===== src/rtl/pipeline_scoreboard.sv =====
// Hazard scoreboard for the mips_16 pipeline: tracks in-flight destination tags,
// gates ID issue on unresolved RAW hazards and selects per-operand forwarding sources.
module pipeline_scoreboard #(
   parameter int unsigned REG_ADDR_W = 3,
   parameter int unsigned PIPE_DEPTH = 3,
   parameter int unsigned FWD_EN     = 0,
   parameter int unsigned LOAD_STAGE = 1,
   localparam int unsigned FSEL_W    = $clog2(PIPE_DEPTH + 1)
) (
   input  logic                  clk,
   input  logic                  rst,
   input  logic                  issue_valid,
   input  logic [REG_ADDR_W-1:0] issue_src1,
   input  logic [REG_ADDR_W-1:0] issue_src2,
   input  logic                  issue_src1_used,
   input  logic                  issue_src2_used,
   input  logic [REG_ADDR_W-1:0] issue_dest,
   input  logic                  issue_dest_wr,
   input  logic                  issue_is_load,
   output logic                  issue_ready,
   output logic [FSEL_W-1:0]     fwd_sel1,
   output logic [FSEL_W-1:0]     fwd_sel2,
   output logic [PIPE_DEPTH-1:0] stage_valid,
   output logic [15:0]           stall_count
);

   logic [PIPE_DEPTH-1:0] valid_q;
   logic [PIPE_DEPTH-1:0] load_q;
   logic [REG_ADDR_W-1:0] dest_q [PIPE_DEPTH];
   logic [15:0]           stall_cnt_q;

   logic [FSEL_W:0] res1, res2;
   logic            push;

   // Returns {hazard, fwd_sel}. Scanning oldest to youngest lets the youngest match win.
   function automatic logic [FSEL_W:0] resolve(input logic [REG_ADDR_W-1:0] src,
                                               input logic                  used);
      logic            hit;
      logic            ld;
      int unsigned     idx;
      logic            haz;
      logic [FSEL_W-1:0] sel;
      hit = 1'b0;
      ld  = 1'b0;
      idx = 0;
      haz = 1'b0;
      sel = '0;
      for (int k = int'(PIPE_DEPTH) - 1; k >= 0; k--) begin
         if (valid_q[k] && (dest_q[k] == src)) begin
            hit = 1'b1;
            ld  = load_q[k];
            idx = k;
         end
      end
      if (issue_valid && used && (src != '0) && hit) begin
         if (FWD_EN == 0) begin
            haz = 1'b1;
         end else if (!ld || (idx >= LOAD_STAGE)) begin
            sel = FSEL_W'(idx + 1);
         end else begin
            haz = 1'b1;
         end
      end
      return {haz, sel};
   endfunction

   always_comb begin
      res1 = resolve(issue_src1, issue_src1_used);
      res2 = resolve(issue_src2, issue_src2_used);
   end

   assign issue_ready = !(res1[FSEL_W] || res2[FSEL_W]);
   assign fwd_sel1    = res1[FSEL_W-1:0];
   assign fwd_sel2    = res2[FSEL_W-1:0];
   assign stage_valid = valid_q;
   assign stall_count = stall_cnt_q;

   // A stalled or non-writing cycle pushes a bubble; older tags drain regardless.
   assign push = issue_valid && issue_ready && issue_dest_wr && (issue_dest != '0);

   always_ff @(posedge clk or posedge rst) begin
      if (rst) begin
         valid_q     <= '0;
         load_q      <= '0;
         stall_cnt_q <= '0;
         for (int k = 0; k < int'(PIPE_DEPTH); k++) begin
            dest_q[k] <= '0;
         end
      end else begin
         for (int k = int'(PIPE_DEPTH) - 1; k > 0; k--) begin
            valid_q[k] <= valid_q[k-1];
            load_q[k]  <= load_q[k-1];
            dest_q[k]  <= dest_q[k-1];
         end
         valid_q[0] <= push;
         load_q[0]  <= issue_is_load;
         dest_q[0]  <= issue_dest;
         if (issue_valid && !issue_ready && (stall_cnt_q != 16'hFFFF)) begin
            stall_cnt_q <= stall_cnt_q + 16'd1;
         end
      end
   end

endmodule


===== config.mk =====
export PLATFORM = sky130hd
export DESIGN_NAME = pipeline_scoreboard
export DESIGN_NICKNAME = d
export VERILOG_FILES = /design/src/rtl/pipeline_scoreboard.sv
export SDC_FILE = /design/constraint.sdc
export NUM_CORES = 1
export LEC_CHECK = 0
export BUFFER_PORTS_ARGS = -buffer_cell sky130_fd_sc_hd__buf_2
export CORE_ASPECT_RATIO = 1.2
export CORE_MARGIN = 2
export CORE_UTILIZATION = 45
export DETAILED_ROUTE_END_ITERATION = 16
export GPL_ROUTABILITY_DRIVEN = 0
export PLACE_DENSITY = 0.7
export SKIP_LAST_GASP = 1
export SYNTH_ARGS = -nofsm -noshare
export SYNTH_HDL_FRONTEND = slang
export SYNTH_SLANG_ARGS = --single-unit

===== constraint.sdc =====
create_clock -name clk -period 2 [get_ports clk]
set_clock_uncertainty 0.1 [all_clocks]
set_input_delay 0.2 -clock clk [delete_from_list [all_inputs] [get_ports clk]]
set_output_delay 0.2 -clock clk [all_outputs]
set_load 0.02 [all_outputs]

==> flow_summary.ini <==
[route]
drtPass1Iterations = 4
postRouteWirelength_um = 3050
drtAntennaViolNets = 0
drt_iter0_markers = 10
viasPerCell = 5.15
wl_per_cell_um = 14.4
drc = 0
route.vias.total = 1091

[sta]
relSlewSlack_pct = 55.2
setup_ws_ns = -0.0291
rsz0062_at_grt = true
setup_tns_ns = -0.0467
hold_violations = 0
post-route-period-util_pct = 101
drv_slew = 0
fin_crit_ns = 2.03
whs_ns = 0.0591
timing.fmax_mhz = 493
setup_viol_count_final = 2
worst_pin_slew_ns = 0.664

[power]
combPwrFrac_pct = 22.0
power.density_nw_per_um2 = 689
swShare_pct = 27.7
ir_drop_mv = 0.684
internal_power_uw = 948
p_clk_share_pct = 27.9
power_frac_seq_pct = 50.1
p_leak_uw = 0.000885
p_sw_uw = 363

[synth]
synth.ff_latch_count = 28
netlist.top_cell.by_area = dfrtp_1
yosys-top-cells-area = dfrtp_1, xnor2_1, xor2_1, nand4_1, nand3_1
yosysMostFrequentCell = dfrtp_1
synth.distinct_cells = 25
synthTopCellsByCount = dfrtp_1, xnor2_1, nand4_1, xor2_1
synth_top_area_share_pct = 51.3
syn_inst = 118
syn_avg_cell_area_um2 = 11.6
synth_area_um2 = 1370
async_reset_ff_share_pct = 100
ys.flop_type = dfrtp_1
synth-edff-count = 0
seq_area_frac_synth_pct = 51.3
yosysWarnings = 0

[placed_design]
place_area_um2 = 1660
place.port_buffers = 34
dp_hpwl_um = 2240

[floorplanning]
die_area_um2 = 3490
core_um2 = 2840
die_w_um = 54.3
start_util_pct = 48.1
fp.dieH_um = 64.4
rows = 21
ios = 40

[finish]
syn2layout_area_growth_pct = 39.3
finalInstanceArea_um2 = 1900
drive_gt1_share_pct = 43.8
fill_cells = 224
regArea_um2 = 704
nNetsFinal = 196
multi_input_area_um2 = 703
diodes = 0
final_util_pct = 67.1

[setup_path]
crit_chain = xnor2_1 -> nand4_1 -> a31oi_4 -> nor2_2 -> buf_6 -> buf_6
cp_data_required_time_ns = 1.70
cp_slowest_cell = dfrtp_1
cp.arrival_ns = 1.73
cpPeakStageDelay_ns = 0.46
crit_fanout = 5
worstSetupPathType = reg -> out
cp_common_cell = buf_6
critPathCaptureType = primary output
worstSetupStartpointType = flip-flop

[worst_hold_path]
min_path_type = in -> reg

[global_route]
overflow = 0
grt_max_degree = 29
grt_pass1_vias = 1103
grt_pass1_wl_um = 4910
track_usage_pct = 19.1
grt_antenna_before_repair = 0

[clock_network]
root_buffer = clkbuf_4
cts_tree = built
clk_path_buf_depth = 2
cts.sinks = 28
cts_buffers = 3
cts.reportedPaths.clkPinSlew_ns = 0.15
htreeDepth = 1
insertion_delay_ns = 0.32

[run_status]
violations = setup timing
outcome = finished, violations left

[run]
maxCapViolCount = 0
## placed cells by master (no fill, tap or decap)
| cell type | count |
|---|---|
| a31oi_4 | 2 |
| or3_1 | 2 |
| bufinv_16 | 1 |
| nand3_1 | 5 |
| clkbuf_4 | 3 |
| nor4_4 | 1 |
| buf_2 | 33 |
| nand3_2 | 1 |
| nand2_1 | 4 |
| o22ai_4 | 1 |
| conb_1 | 4 |
| or4_4 | 1 |
| xor2_1 | 8 |
| buf_4 | 16 |
| dfrtp_2 | 3 |
| ha_2 | 1 |
| nand4_1 | 8 |
| inv_1 | 5 |
| buf_6 | 5 |
| nor2_1 | 4 |
| and4_1 | 1 |
| o311ai_0 | 3 |
| nor3_1 | 2 |
| nor3_2 | 4 |
| or3_4 | 2 |
| nor2_2 | 1 |
| mux2_1 | 1 |
| nor4_1 | 1 |
| xnor2_1 | 22 |
| nor3b_1 | 1 |
| dlygate4sd3_1 | 4 |
| xnor2_2 | 3 |
| dfrtp_1 | 25 |
## state kept, by name (all words and copies together) (netlist names)
name / flops
stage_valid: 3
dest_q: 9
stall_count: 16
## critical path: cells and delay by family (launching register included)
kind | cells | cell delay, ns
buffers and inverters | 2 | 0.25
XOR/XNOR | 1 | 0.19
flip-flops | 1 | 0.46
AND/OR/NAND/NOR | 2 | 0.25
AO/OA/AOI/OAI | 1 | 0.25
## metal layers
layer  share of wire [%]  up-vias  track usage, %
met2                  55       24            30.1
met1                  41      546            25.3
li1                    -      519               -
met5                   0        -               0
met3                 3.8        2            2.80
met4                0.49        0            8.13
## metrics by stage
step / setup WS, ns / cells / power (uW)
floorplan: -0.0368 / 121 / 822
global placement: 0.0823 / 197 / 923
detailed placement: 0.00492 / 197 / 936
CTS: -0.00470 / 209 / 1310
global route: -0.127 / 212 / 1370
finish: -0.0291 / 212 / 1310
## kinds of logic after synthesis
| family | count (synthesis) | share of synthesized area [%] |
|---|---|---|
| AO/OA/AOI/OAI | 6 | 4.67 |
| XOR/XNOR | 33 | 21.7 |
| adder cells (fa/ha/maj) | 1 | 0.916 |
| buffers and inverters | 10 | 4.40 |
| flip-flops | 28 | 51.3 |
| multiplexers | 1 | 0.824 |
| other | 1 | 0.274 |
| AND/OR/NAND/NOR | 38 | 15.9 |
## what timing repair did
item,4_1_cts,5_1_grt
endpoints found under the hold margin,31,0
hold buffers,4,0
endpoints found under the setup margin,3,14
pin swaps,9,4
setup buffers,4,3
resized for setup,5,14
## power groups by stage
stage	Sequential, uW	Combinational (uW)	Clock [uW]
3_5_place_dp	665	271	0
5_1_grt	663	314	398
4_1_cts	655	283	373
6_report	657	288	366
2_1_floorplan	717	105	0
3_3_place_gp	663	260	0
## final cells by class
class	count	area share (%)
inverter	5	0.986
multi-input combinational	83	36.9
tap	34	2.24
sequential	28	37.0
timing repair buffer	58	20.1
clock buffer	3	1.18
clock inverter	1	1.58
## path summary, 6_finish.rpt
kind | start | end | slack [ns] | depth (start not counted)
worst min-delay path | issue_dest_wr | stage_valid[0]$_DFF_PP0_ | 0.06 | 3
max in group asynchronous | rst | stall_count[5]$_DFFE_PP0P_ | 1.18 | 4
worst min register to register | dest_q[4]$_DFF_PP0_ | dest_q[1]$_DFF_PP0_ | 0.37 | 0
worst max-delay path | dest_q[6]$_DFF_PP0_ | issue_ready | -0.03 | 6
min in group asynchronous | rst | dest_q[7]$_DFF_PP0_ | 0.35 | 4
worst max register to register | dest_q[6]$_DFF_PP0_ | stall_count[5]$_DFFE_PP0P_ | -0.02 | 7
(Power assumes the default switching activity.)
